==> src/rtl/datamem_arb_pkg.sv <==
// Shared constants and state encoding for the data-memory arbiter.
// Optional memory-clear feature is selected with the ARB_MEMCLR_EN macro.
package datamem_arb_pkg;

  localparam int DEF_ADDR_W       = 4;
  localparam int DEF_DATA_W       = 8;
  localparam int MEM_DEPTH        = 1 << DEF_ADDR_W;
  localparam int DEF_STARVE_LIMIT = 4;
  // Wide enough for any STARVE_LIMIT in 1..15.
  localparam int STARVE_CNT_W     = 4;

  typedef enum logic [1:0] {
    S_IDLE    = 2'd0,
    S_DBG_RSP = 2'd1,
    S_CLR     = 2'd2
  } arb_state_e;

endpackage

==> src/rtl/arb_starve_counter.sv <==
// Saturating count of consecutive cycles the debug port was denied.
// sat tells the arbiter that debug must win the next contended cycle.
module arb_starve_counter
  import datamem_arb_pkg::*;
#(
  parameter int STARVE_LIMIT = DEF_STARVE_LIMIT
) (
  input  logic clock,
  input  logic reset,
  input  logic inc,
  input  logic clr,
  output logic sat
);

  logic [STARVE_CNT_W-1:0] count;

  // Count denied cycles, holding at the limit; clear wins over increment.
  always_ff @(posedge clock) begin
    // NOTE: state registers use non-blocking assignments so every flop samples pre-edge values.
    if (reset || clr) begin
      count <= '0;
    end else if (inc && !sat) begin
      count <= count + 1'b1;
    end
  end

  assign sat = (count == STARVE_CNT_W'(STARVE_LIMIT));

endmodule

==> src/rtl/datamem_arbiter.sv <==
// Arbiter sharing the single-port data memory between the CPU datapath
// (fixed priority) and a debug/loader port with starvation protection.
// Define ARB_MEMCLR_EN to add the clr_start/clr_busy memory-clear engine.
module datamem_arbiter
  import datamem_arb_pkg::*;
#(
  parameter int ADDR_W       = DEF_ADDR_W,
  parameter int DATA_W       = DEF_DATA_W,
  parameter int STARVE_LIMIT = DEF_STARVE_LIMIT
) (
  input  logic              clock,
  input  logic              reset,
  input  logic              cpu_en,
  input  logic              cpu_we,
  input  logic [ADDR_W-1:0] cpu_waddr,
  input  logic [DATA_W-1:0] cpu_wdata,
  input  logic [ADDR_W-1:0] cpu_raddr,
  output logic              cpu_stall,
  input  logic              dbg_req,
  input  logic              dbg_we,
  input  logic [ADDR_W-1:0] dbg_addr,
  input  logic [DATA_W-1:0] dbg_wdata,
  output logic              dbg_gnt,
  output logic              dbg_rvalid,
  output logic [DATA_W-1:0] dbg_rdata,
  output logic              mem_run,
  output logic              mem_c17,
  output logic [ADDR_W-1:0] mem_write_select,
  output logic [ADDR_W-1:0] mem_read_select,
  output logic [DATA_W-1:0] mem_inp,
`ifdef ARB_MEMCLR_EN
  input  logic              clr_start,
  output logic              clr_busy,
`endif
  input  logic [DATA_W-1:0] mem_rdata
);

  arb_state_e state, state_nxt;
  logic       starve_inc, starve_clr, starve_sat;
  logic       capture;

`ifdef ARB_MEMCLR_EN
  logic [ADDR_W-1:0] clr_addr;
`endif

  arb_starve_counter #(.STARVE_LIMIT(STARVE_LIMIT)) u_starve (
    .clock (clock),
    .reset (reset),
    .inc   (starve_inc),
    .clr   (starve_clr),
    .sat   (starve_sat)
  );

  // Next-state decode plus memory-port steering for the winner of this cycle.
  always_comb begin
    // NOTE: every output gets a default first so no path leaves a latch behind.
    state_nxt        = state;
    mem_run          = 1'b0;
    mem_c17          = 1'b0;
    mem_write_select = '0;
    mem_read_select  = '0;
    mem_inp          = '0;
    cpu_stall        = 1'b0;
    dbg_gnt          = 1'b0;
    starve_inc       = 1'b0;
    starve_clr       = 1'b0;
    capture          = 1'b0;
`ifdef ARB_MEMCLR_EN
    clr_busy         = 1'b0;
`endif
    unique case (state)
      S_IDLE: begin
`ifdef ARB_MEMCLR_EN
        if (clr_start) begin
          // Clear pre-empts everyone; this cycle performs no access.
          cpu_stall  = cpu_en;
          starve_inc = dbg_req;
          starve_clr = !dbg_req;
          state_nxt  = S_CLR;
        end else
`endif
        if (dbg_req && (!cpu_en || starve_sat)) begin
          mem_run          = 1'b1;
          mem_c17          = dbg_we;
          mem_write_select = dbg_addr;
          mem_read_select  = dbg_addr;
          mem_inp          = dbg_wdata;
          dbg_gnt          = 1'b1;
          cpu_stall        = cpu_en;
          starve_clr       = 1'b1;
          state_nxt        = dbg_we ? S_IDLE : S_DBG_RSP;
        end else if (cpu_en) begin
          mem_run          = 1'b1;
          mem_c17          = cpu_we;
          mem_write_select = cpu_waddr;
          mem_read_select  = cpu_raddr;
          mem_inp          = cpu_wdata;
          starve_inc       = dbg_req;
          starve_clr       = !dbg_req;
        end else begin
          starve_clr = 1'b1;
        end
      end
      S_DBG_RSP: begin
        // Memory output now holds the debug read data; CPU may still proceed.
        if (cpu_en) begin
          mem_run          = 1'b1;
          mem_c17          = cpu_we;
          mem_write_select = cpu_waddr;
          mem_read_select  = cpu_raddr;
          mem_inp          = cpu_wdata;
        end
        capture   = 1'b1;
        state_nxt = S_IDLE;
      end
`ifdef ARB_MEMCLR_EN
      S_CLR: begin
        mem_run          = 1'b1;
        mem_c17          = 1'b1;
        mem_write_select = clr_addr;
        mem_read_select  = clr_addr;
        mem_inp          = '0;
        cpu_stall        = cpu_en;
        clr_busy         = 1'b1;
        starve_inc       = dbg_req;
        starve_clr       = !dbg_req;
        if (clr_addr == ADDR_W'((1 << ADDR_W) - 1)) begin
          state_nxt = S_IDLE;
        end
      end
`endif
      default: begin
        state_nxt = S_IDLE;
      end
    endcase
  end

  // State register, debug read capture and its one-cycle valid pulse.
  always_ff @(posedge clock) begin
    if (reset) begin
      state      <= S_IDLE;
      dbg_rdata  <= '0;
      dbg_rvalid <= 1'b0;
    end else begin
      state      <= state_nxt;
      dbg_rvalid <= capture;
      if (capture) begin
        dbg_rdata <= mem_rdata;
      end
    end
  end

`ifdef ARB_MEMCLR_EN
  // Clear address walks 0..DEPTH-1 while in S_CLR and rests at 0 otherwise.
  always_ff @(posedge clock) begin
    if (reset || state != S_CLR) begin
      clr_addr <= '0;
    end else begin
      clr_addr <= clr_addr + 1'b1;
    end
  end
`endif

endmodule
==> config.mk <==
export PLATFORM = sky130hd
export DESIGN_NAME = datamem_arbiter
export DESIGN_NICKNAME = d
export VERILOG_FILES = /design/src/rtl/datamem_arb_pkg.sv /design/src/rtl/arb_starve_counter.sv /design/src/rtl/datamem_arbiter.sv
export SDC_FILE = /design/constraint.sdc
export NUM_CORES = 1
export LEC_CHECK = 0
export ABC_AREA = 0
export CAP_MARGIN = 20
export CORE_UTILIZATION = 34
export CTS_CLUSTER_SIZE = 14
export DETAILED_ROUTE_END_ITERATION = 16
export PLACE_DENSITY = 0.8
export SYNTH_ARGS = -nofsm -noshare
export SYNTH_HDL_FRONTEND = slang
export SYNTH_SLANG_ARGS = --single-unit
==> constraint.sdc <==
create_clock -name clock -period 2.1 [get_ports clock]
set_clock_uncertainty 0.1 [all_clocks]
set_input_delay 0.42 -clock clock [delete_from_list [all_inputs] [get_ports clock]]
set_output_delay 0.42 -clock clock [all_outputs]
set_load 0.01 [all_outputs]
=== Word level (Yosys, flattened, before mapping) ===
Cells that the tools add are included.

* Add/subtract/negate cells: 1
* Multiply operators: 0
* Div/mod/pow operators: 0
* $lt $le $gt $ge: 0
* Equal/unequal tests: 2
* Shift-type cells: 0
* Mux-type cells: 27
* Bitwise operators: 1
* Reduce and logical (&&, ||, !) cells: 9

{| class="wikitable"
|+ Operators with widths
! cell !! count
|-
| two-way mux 1 bit || 16
|-
| two-way mux 4 bit || 4
|-
| two-way mux 8 bit || 2
|-
| one-hot mux 4 bit (2 select lines) || 2
|-
| one-hot mux 8 bit (2 select lines) || 1
|-
| adder 4 x 1 -> 4 bit (second input constant) || 1
|-
| equality test 4 x 3 -> 1 bit (second input constant) || 1
|-
| one-hot mux 1 bit (2 select lines) || 2
|-
| logical NOT 1 bit || 3
|-
| equality test 2 x 1 -> 1 bit (second input constant) || 1
|-
| logical AND 1 bit || 2
|-
| logical NOT 2 bit || 1
|-
| logical OR 1 bit || 2
|-
| OR reduction 2 bit || 1
|-
| inverter 1 bit || 1
|}

* Bits in registers: 15
* Latch bits: 0
* Memory bits (writable): 0
* ROM bits: 0
* Input bits: 42
* Output and inout bits: 29
* Logic and storage cells: 44
* Memories kept: 0

=== Logic depth before layout (Yosys ltp) ===
Gate-level depths: netlist of run 1.

* Depth after elaboration: 6
* Mapped depth: 6
* Gate-level depth less buffers: 5

=== Cells and area by module ===
A second synthesis of run 1 with hierarchy kept.

* Cells, all modules: 120
* Area, all modules: 953.4 um2

{| class="wikitable"
|+ By module, submodules not included
! module !! times used !! cells an instance !! area each (um2) !! sequential area each (um2)
|-
| datamem_arbiter || 1 || 95 || 724.4 || 200.2
|-
| arb_starve_counter || 1 || 25 || 229.0 || 80.1
|}

=== Least setup slack after synthesis of run 1 ===
Ideal clock, no wire load.

* Kind: register to output
* Start point: register u_starve.count[0]
* End point: output port mem_read_select[0]
* Data arrival time: 1,386 ps
* Data required time: 1,580 ps
* Slack: 194 ps
* Stages on the path, launching flop included: 7
* Buffers on the path: 1
* Cell sequence: dfxtp_1 > inv_1 > ha_1 > and3b_2 > buf_6 > a21oi_4 > a22o_2

* Cells in the longest elaborated chain, start to end: 5

{| class="wikitable"
|+ RTL lines
! item !! RTL line !! RTL
|-
| start: declaration || arb_starve_counter.sv:15 || <nowiki>logic [STARVE_CNT_W-1:0] count;</nowiki>
|-
| start signal: assignment || arb_starve_counter.sv:23 || <nowiki>count <= count + 1'b1;</nowiki>
|-
| equality test 4 x 3 -> 1 bit || arb_starve_counter.sv:27 || <nowiki>assign sat = (count == STARVE_CNT_W'(STARVE_LIMIT));</nowiki>
|-
| logical OR 1 bit || datamem_arbiter.sv:82 || <nowiki>if (dbg_req && (!cpu_en || starve_sat)) begin</nowiki>
|-
| logical AND 1 bit || datamem_arbiter.sv:82 ||
|-
| two-way mux 4 bit || datamem_arbiter.sv:82 ||
|-
| one-hot mux 4 bit (2 select lines) || datamem_arbiter.sv:71 || <nowiki>unique case (state)</nowiki>
|-
| end: declaration || datamem_arbiter.sv:29 || <nowiki>output logic [ADDR_W-1:0] mem_read_select,</nowiki>
|}

No other way between the ends.

=== Final worst setup path of run 1 ===
* Start point: register u_starve.count[1]
* End point: output port mem_write_select[1]

* Cells in the longest elaborated chain, start to end: 5

{| class="wikitable"
|+ RTL lines
! item !! RTL line !! RTL
|-
| equality test 4 x 3 -> 1 bit || arb_starve_counter.sv:27 ||
|-
| logical OR 1 bit || datamem_arbiter.sv:82 ||
|-
| logical AND 1 bit || datamem_arbiter.sv:82 ||
|-
| two-way mux 4 bit || datamem_arbiter.sv:82 ||
|-
| one-hot mux 4 bit (2 select lines) || datamem_arbiter.sv:71 ||
|-
| end: declaration || datamem_arbiter.sv:28 || <nowiki>output logic [ADDR_W-1:0] mem_write_select,</nowiki>
|}

No other way between the ends.

==> results of run 1 <==
-- what timing repair did --
| action | 4_1_cts | 5_1_grt |
|---|---|---|
| gates resized for setup | 112 | 6 |
| gates cloned | 1 | 0 |
| pin swaps | 8 | 5 |
| setup buffers | 12 | 5 |
| setup endpoints to repair | 20 | 20 |
-- Yosys cell counts (all sizes together) --
master	n	area (um^2)
dfxtp	14	280
nand2	13	48.8
nor2	10	37.5
o211ai	9	67.6
o21ai	9	78.8
a22o	8	80.1
mux2i	8	80.1
buf	7	58.8
a21oi	4	42.5
nand4	4	25.0
nor2b	4	25.0
inv	3	11.3
a31oi	2	12.5
clkbuf	2	7.51
ha	2	25.0
nand2b	2	12.5
nor3	2	10.0
a41o	1	11.3
a41oi	1	8.76
and3b	1	10.0
and4b	1	10.0
nand3b	1	20.0
nor3b	1	12.5
-- worst max-delay path by stage --
stage | cells after the start | end | slack (ns) | from
floorplan | 6 | mem_read_select[0] | 0.19 | u_starve.count[0]$_SDFFE_PP0P_
global placement | 6 | mem_read_select[0] | -0.49 | dbg_req
detailed placement | 6 | mem_write_select[0] | -0.54 | dbg_req
CTS | 8 | mem_write_select[0] | -0.15 | u_starve.count[1]$_SDFFE_PP0P_
global route | 8 | mem_write_select[1] | -0.28 | u_starve.count[1]$_SDFFE_PP0P_
finish | 8 | mem_write_select[1] | -0.21 | u_starve.count[1]$_SDFFE_PP0P_
-- state kept, by name, summed over array words and instances, names as in the netlist --
| register | flops |
|---|---|
| state | 1 |
| u_starve.count | 4 |
| dbg_rvalid | 1 |
| dbg_rdata | 8 |
-- metal layers --
| metal | global-route usage [%] | wire [um] | vias to the layer above |
|---|---|---|---|
| met5 | 0 | 0 | - |
| met4 | 7.86 | 51 | 0 |
| met3 | 4.42 | 278 | 6 |
| met2 | 46.3 | 1930 | 63 |
| met1 | 26.7 | 1460 | 569 |
| li1 | - | - | 600 |
-- power groups by stage --
stage / registers (W) / clock network [W] / logic, W
detailed placement: 0.000280 / 0 / 0.000269
global placement: 0.000279 / 0 / 0.000263
global route: 0.000275 / 0.000210 / 0.000331
floorplan: 0.000281 / 0 / 0.000100
finish: 0.000274 / 0.000193 / 0.000311
CTS: 0.000274 / 0.000199 / 0.000296
-- final cells by class --
class                   instances  area share (%)
flip-flops and latches         14            13.8
repair buffers                107            48.6
well taps                      31            1.89
inverters                       3           0.731
multi-input cells              83            33.3
clock buffers                   4            1.77
-- kinds of logic (layout without fill, tap and decap cells) --
group	after synthesis	in the layout
buffers and inverters	12	114
AND/OR/NAND/NOR	39	39
multiplexers	8	8
adder cells (fa/ha/maj)	2	2
AO/OA/AOI/OAI	34	34
flip-flops	14	14
-- critical path, delay by kind of cell (launching register included) --
kind / cells / cell delay, ns
buffers and inverters: 4 / 0.40
AOI/OAI and AO/OA: 2 / 0.33
adders and majority gates: 1 / 0.16
DFF: 1 / 0.35
and+or+nand+nor: 1 / 0.25
-- metrics by stage --
stage	hold WS [ns]	utilization [%]	setup TNS (ns)	setup slack, ns
final	0.409	75.1	-2.25	-0.207
after global routing	0.453	75.1	-3.64	-0.280
after CTS	0.414	73.9	-1.89	-0.153
after detailed placement	0.392	66.3	-8.90	-0.538
after global placement	0.372	66.3	-8.54	-0.487
after floorplan	0.371	-	0	0.194
==> qor.yml, run 1 <==
antenna_found_initial: 0
num_antenna_cells: 0
drt-pass1-iter-count: 4
p_sw_w: 0.000209
p_int_w: 0.000569
synth_xor_area_share_pct: 0
synth_top_family_by_area: "compound AO/OA/AOI/OAI gates"
yosys.area_share.simple_pct: 21.7
synthAdderAreaFrac_pct: 2.56
portBuffers: 70
final_common_cell: "clkdlybuf4s50_1"
drv_cap: 0
finalHoldViolCount: 0
grt_max_degree: 17
multiInputGateArea_um2: 683
rows: 19
n_fill_cell: 196
die_y_um: 55.6
root_buffer: "clkbuf_4"
synth_cell_types: 27
setup_viol: 17
max-slew-margin-rel_pct: 77.7
seqPwrFrac_pct: 35.3
globalRouteOverflowTotal: 0
hold_start: "dbg_rdata[0]$_SDFFE_PP0P_"
clk_pin_slew_ns: 0.08
core_mm2: 0.00273
netSwitchingFraction_pct: 26.9
worst_pin_slew_ns: 0.334
finalNonFillerCells: 242
drtAntennaViolNets: 0
slew_violations: 0
start_util_pct: 35.7
cp-start-kind: "flop"
whs_path_depth: 2
cp.required_ns: 1.58
cp_data_arrival_time_ns: 1.79
final_cell_mix: "clkdlybuf4s50_1 (48), buf_4 (23), buf_6 (20)"
syn2layout_area_growth_pct: 111
max_stage_delay_ns: 0.35
worst_path_max_delay_cell: "dfxtp_2"
grt_pass1_vias: 1327
powerDensity_mw_per_mm2: 379
p_leak_nw: 0.879
ff2ff_setup_slack_ns: 0.63
seq_area_frac_synth_pct: 28.7
die_w_um: 55.6
layout_min_cycle_time_ns: 2.31
final_area_mm2: 0.00205
run_status: "finished with violations"
synthCells: 109
grt_pass1_wl_mm: 6.05
synth.avg_cell_area_um2: 8.95
finalWeightedCongestion: 0.815
cts.sinks: 14
avgRoutedWirePerCell_um: 15.4
reg2regPathDepth: 8
dieArea_mm2: 0.00309
route.final.wire_length_mm: 3.73
vdd_drop_max_mv: 0.348
min_to: "dbg_rdata[0]$_SDFFE_PP0P_"
hold_class: "flop to flop"
cts_tree: "yes"
dpl.cell_count: 221
cp-end-kind: "output port"
critical_path_class: "flop to output port"
violations: "negative setup slack"
crit_chain: "inv_2 > ha_4 > and3b_2 > buf_6 > a21oi_4 > buf_6 > a22o_4 > buf_6"
finalPower_w: 0.000778
ctsHoldBuffers: 0
htree_levels: 1
io_pins: 71
synth_mux_area_share_pct: 8.21
clockPowerShare_pct: 24.7
cts_buffers: 3
clockBufferDepth: 2
seq_area_um2: 283
pwr-share-comb_pct: 40.0
crit_top_cell: "buf_6"
place_hpwl_mm: 2.46
crit_fanout: 5
nets: 256
layout-drive-gt1-share_pct: 42.7
synth_compound_area_share_pct: 30.9
rr_startpoint: "u_starve.count[1]$_SDFFE_PP0P_"
syn-num-nets: 153
postPlaceCellArea_mm2: 0.00181
yosys_warnings: 0
synth-seq-cells: 14
netlist_area_um2: 976
timing.final.ws_setup_ns: -0.207
rsz0062_at_grt: "yes"
max_freq_mhz: 433
vias: 1238
via_per_inst: 5.12
drc: 0
clk_latency_ns: 0.28
first_iter_violations: 41
period_share_pct: 110
grt_usage_pct: 24.2
r2r-end: "state[0]$_SDFFE_PP0P_"
(Power assumes the default switching activity.)
==> run 2: changes to the inputs <==
--- a/config.mk
+++ b/config.mk
@@ -14,3 +14,4 @@
 export SYNTH_ARGS = -nofsm -noshare
 export SYNTH_HDL_FRONTEND = slang
 export SYNTH_SLANG_ARGS = --single-unit
+export TNS_END_PERCENT = 10
==> constraint.sdc (replaced) <==
create_clock -name clock -period 2.1 [get_ports clock]
set_clock_uncertainty 0.1 [all_clocks]
set_input_delay 0.42 -clock clock [delete_from_list [all_inputs] [get_ports clock]]
set_output_delay 0.42 -clock clock [all_outputs]
set_load 0.005 [all_outputs]
==> qor.yml, run 2 (synthesis gave the netlist of run 1 again) <==
run_status: "finished with violations"
violations: "negative setup slack"
max_stage_delay_ns: 0.35
layout_min_cycle_time_ns: 2.23
whs_path_depth: 2
clk_latency_ns: 0.28
rsz0062_at_grt: "yes"
grt_max_degree: 17
globalRouteOverflowTotal: 0
vdd_drop_max_mv: 0.422
grt_pass1_wl_mm: 5.62
n_fill_cell: 222
dieArea_mm2: 0.00309
cp.buffers_inverters: 5
cp_data_arrival_time_ns: 1.71
antenna_found_initial: 0
largest_registers: "dbg_rdata: 8 flops, u_starve.count: 4 flops"
postPlaceCellArea_mm2: 0.00179
final_common_cell: "clkdlybuf4s50_1"
num_antenna_cells: 0
largest_reg_flops: 8
powerDensity_mw_per_mm2: 385
top_register: "dbg_rdata"
first_iter_violations: 50
layout-drive-gt1-share_pct: 40.3
worst_pin_slew_ns: 0.370
setup_tns_ns: -1.46
setup_viol: 17
cp-start-kind: "flop"
start_util_pct: 35.7
dpl.cell_count: 218
place_hpwl_mm: 2.48
vias: 1212
slew_violations: 0
path_depth: 9
p_leak_nw: 0.807
route.final.wire_length_mm: 3.38
htree_levels: 1
cp-end-kind: "output port"
path_delay_family: "buffers and inverters"
finalHoldViolCount: 0
cts_tree: "yes"
final_cell_mix: "clkdlybuf4s50_1 (49), buf_4 (18), nand2_1 (13)"
syn2layout_area_growth_pct: 97.6
critical_path_class: "flop to output port"
timing.final.ws_setup_ns: -0.131
core_mm2: 0.00273
drv_cap: 0
max_freq_mhz: 448
crit_chain: "inv_2 > ha_4 > buf_6 > nand3b_4 > a21oi_4 > buf_12 > buf_12 > a22o_4 > clkbuf_2"
max-slew-margin-rel_pct: 75.3
nets: 246
cp.required_ns: 1.58
reg2regPathDepth: 8
die_w_um: 55.6
cts.sinks: 14
pre_cts_ws_ns: -0.527
period_share_pct: 106
grt_usage_pct: 22.1
finalWeightedCongestion: 0.844
crit_fanout: 5
die_y_um: 55.6
finalNonFillerCells: 232
via_per_inst: 5.22
io_pins: 71
clk_pin_slew_ns: 0.08
crit_top_cell: "buf_12"
clockBufferDepth: 2
root_buffer: "clkbuf_4"
drt-pass1-iter-count: 6
rows: 19
avgRoutedWirePerCell_um: 14.6
portBuffers: 70
final_area_mm2: 0.00193
drc: 0
drtAntennaViolNets: 0
cts_buffers: 3
grt_pass1_vias: 1220
hold_class: "flop to flop"
worst_path_max_delay_cell: "dfxtp_2"
run 2: cell type report:
type                    instances  area (um^2)  area share, %
clock buffers                   4         36.3           1.88
inverters                       3         11.3          0.584
multi-input cells              83          673           34.9
flip-flops and latches         14          283           14.7
well taps                      31         38.8           2.01
repair buffers                 97          886           45.9
run 2: what timing repair did:
item                                    CTS  global route
cloned                                    1             0
hold buffers                              0             0
setup buffers                             8             2
endpoints found under the setup margin   20            19
gates resized for setup                  69            18
hold endpoints to repair                  0             0
pin swaps                                10             8
run 2: worst paths after layout:
path | start | end | slack [ns]
worst max-delay path | u_starve.count[0]$_SDFFE_PP0P_ | mem_read_select[3] | -0.13
worst min register to register | dbg_rdata[1]$_SDFFE_PP0P_ | dbg_rdata[1]$_SDFFE_PP0P_ | 0.41
worst max register to register | u_starve.count[0]$_SDFFE_PP0P_ | state[0]$_SDFFE_PP0P_ | 0.62
worst min-delay path | dbg_rdata[1]$_SDFFE_PP0P_ | dbg_rdata[1]$_SDFFE_PP0P_ | 0.41
run 2: layer usage:
layer / wire length [um] / track usage [%]
met5: 0 / 0
met4: 54 / 6.43
met3: 279 / 5.12
met2: 1730 / 41.0
met1: 1320 / 25.1
run 2: report_power, final:
group	total [W]	internal, W	switching (W)
registers	0.000274	0.000271	0.00000332
clock network	0.000193	0.000106	0.0000879
logic	0.000275	0.000174	0.000100
run 2: stage by stage:
step / hold WS [ns] / util [%] / total power (W)
after floorplan: 0.371 / - / 0.000369
final: 0.406 / 70.5 / 0.000742
after CTS: 0.407 / 71.5 / 0.000745
after global placement: 0.371 / 65.4 / 0.000529
after detailed placement: 0.385 / 65.4 / 0.000535
after global routing: 0.435 / 70.5 / 0.000777
run 2: worst register-to-register path, stage by stage, from the launching register on:
cell and delay, ns:
dfxtp_2 0.34, inv_2 0.07, ha_4 0.13, buf_6 0.09
nand3b_4 0.09, a21oi_4 0.21, buf_12 0.14, buf_16 0.10
nor3b_2 0.15
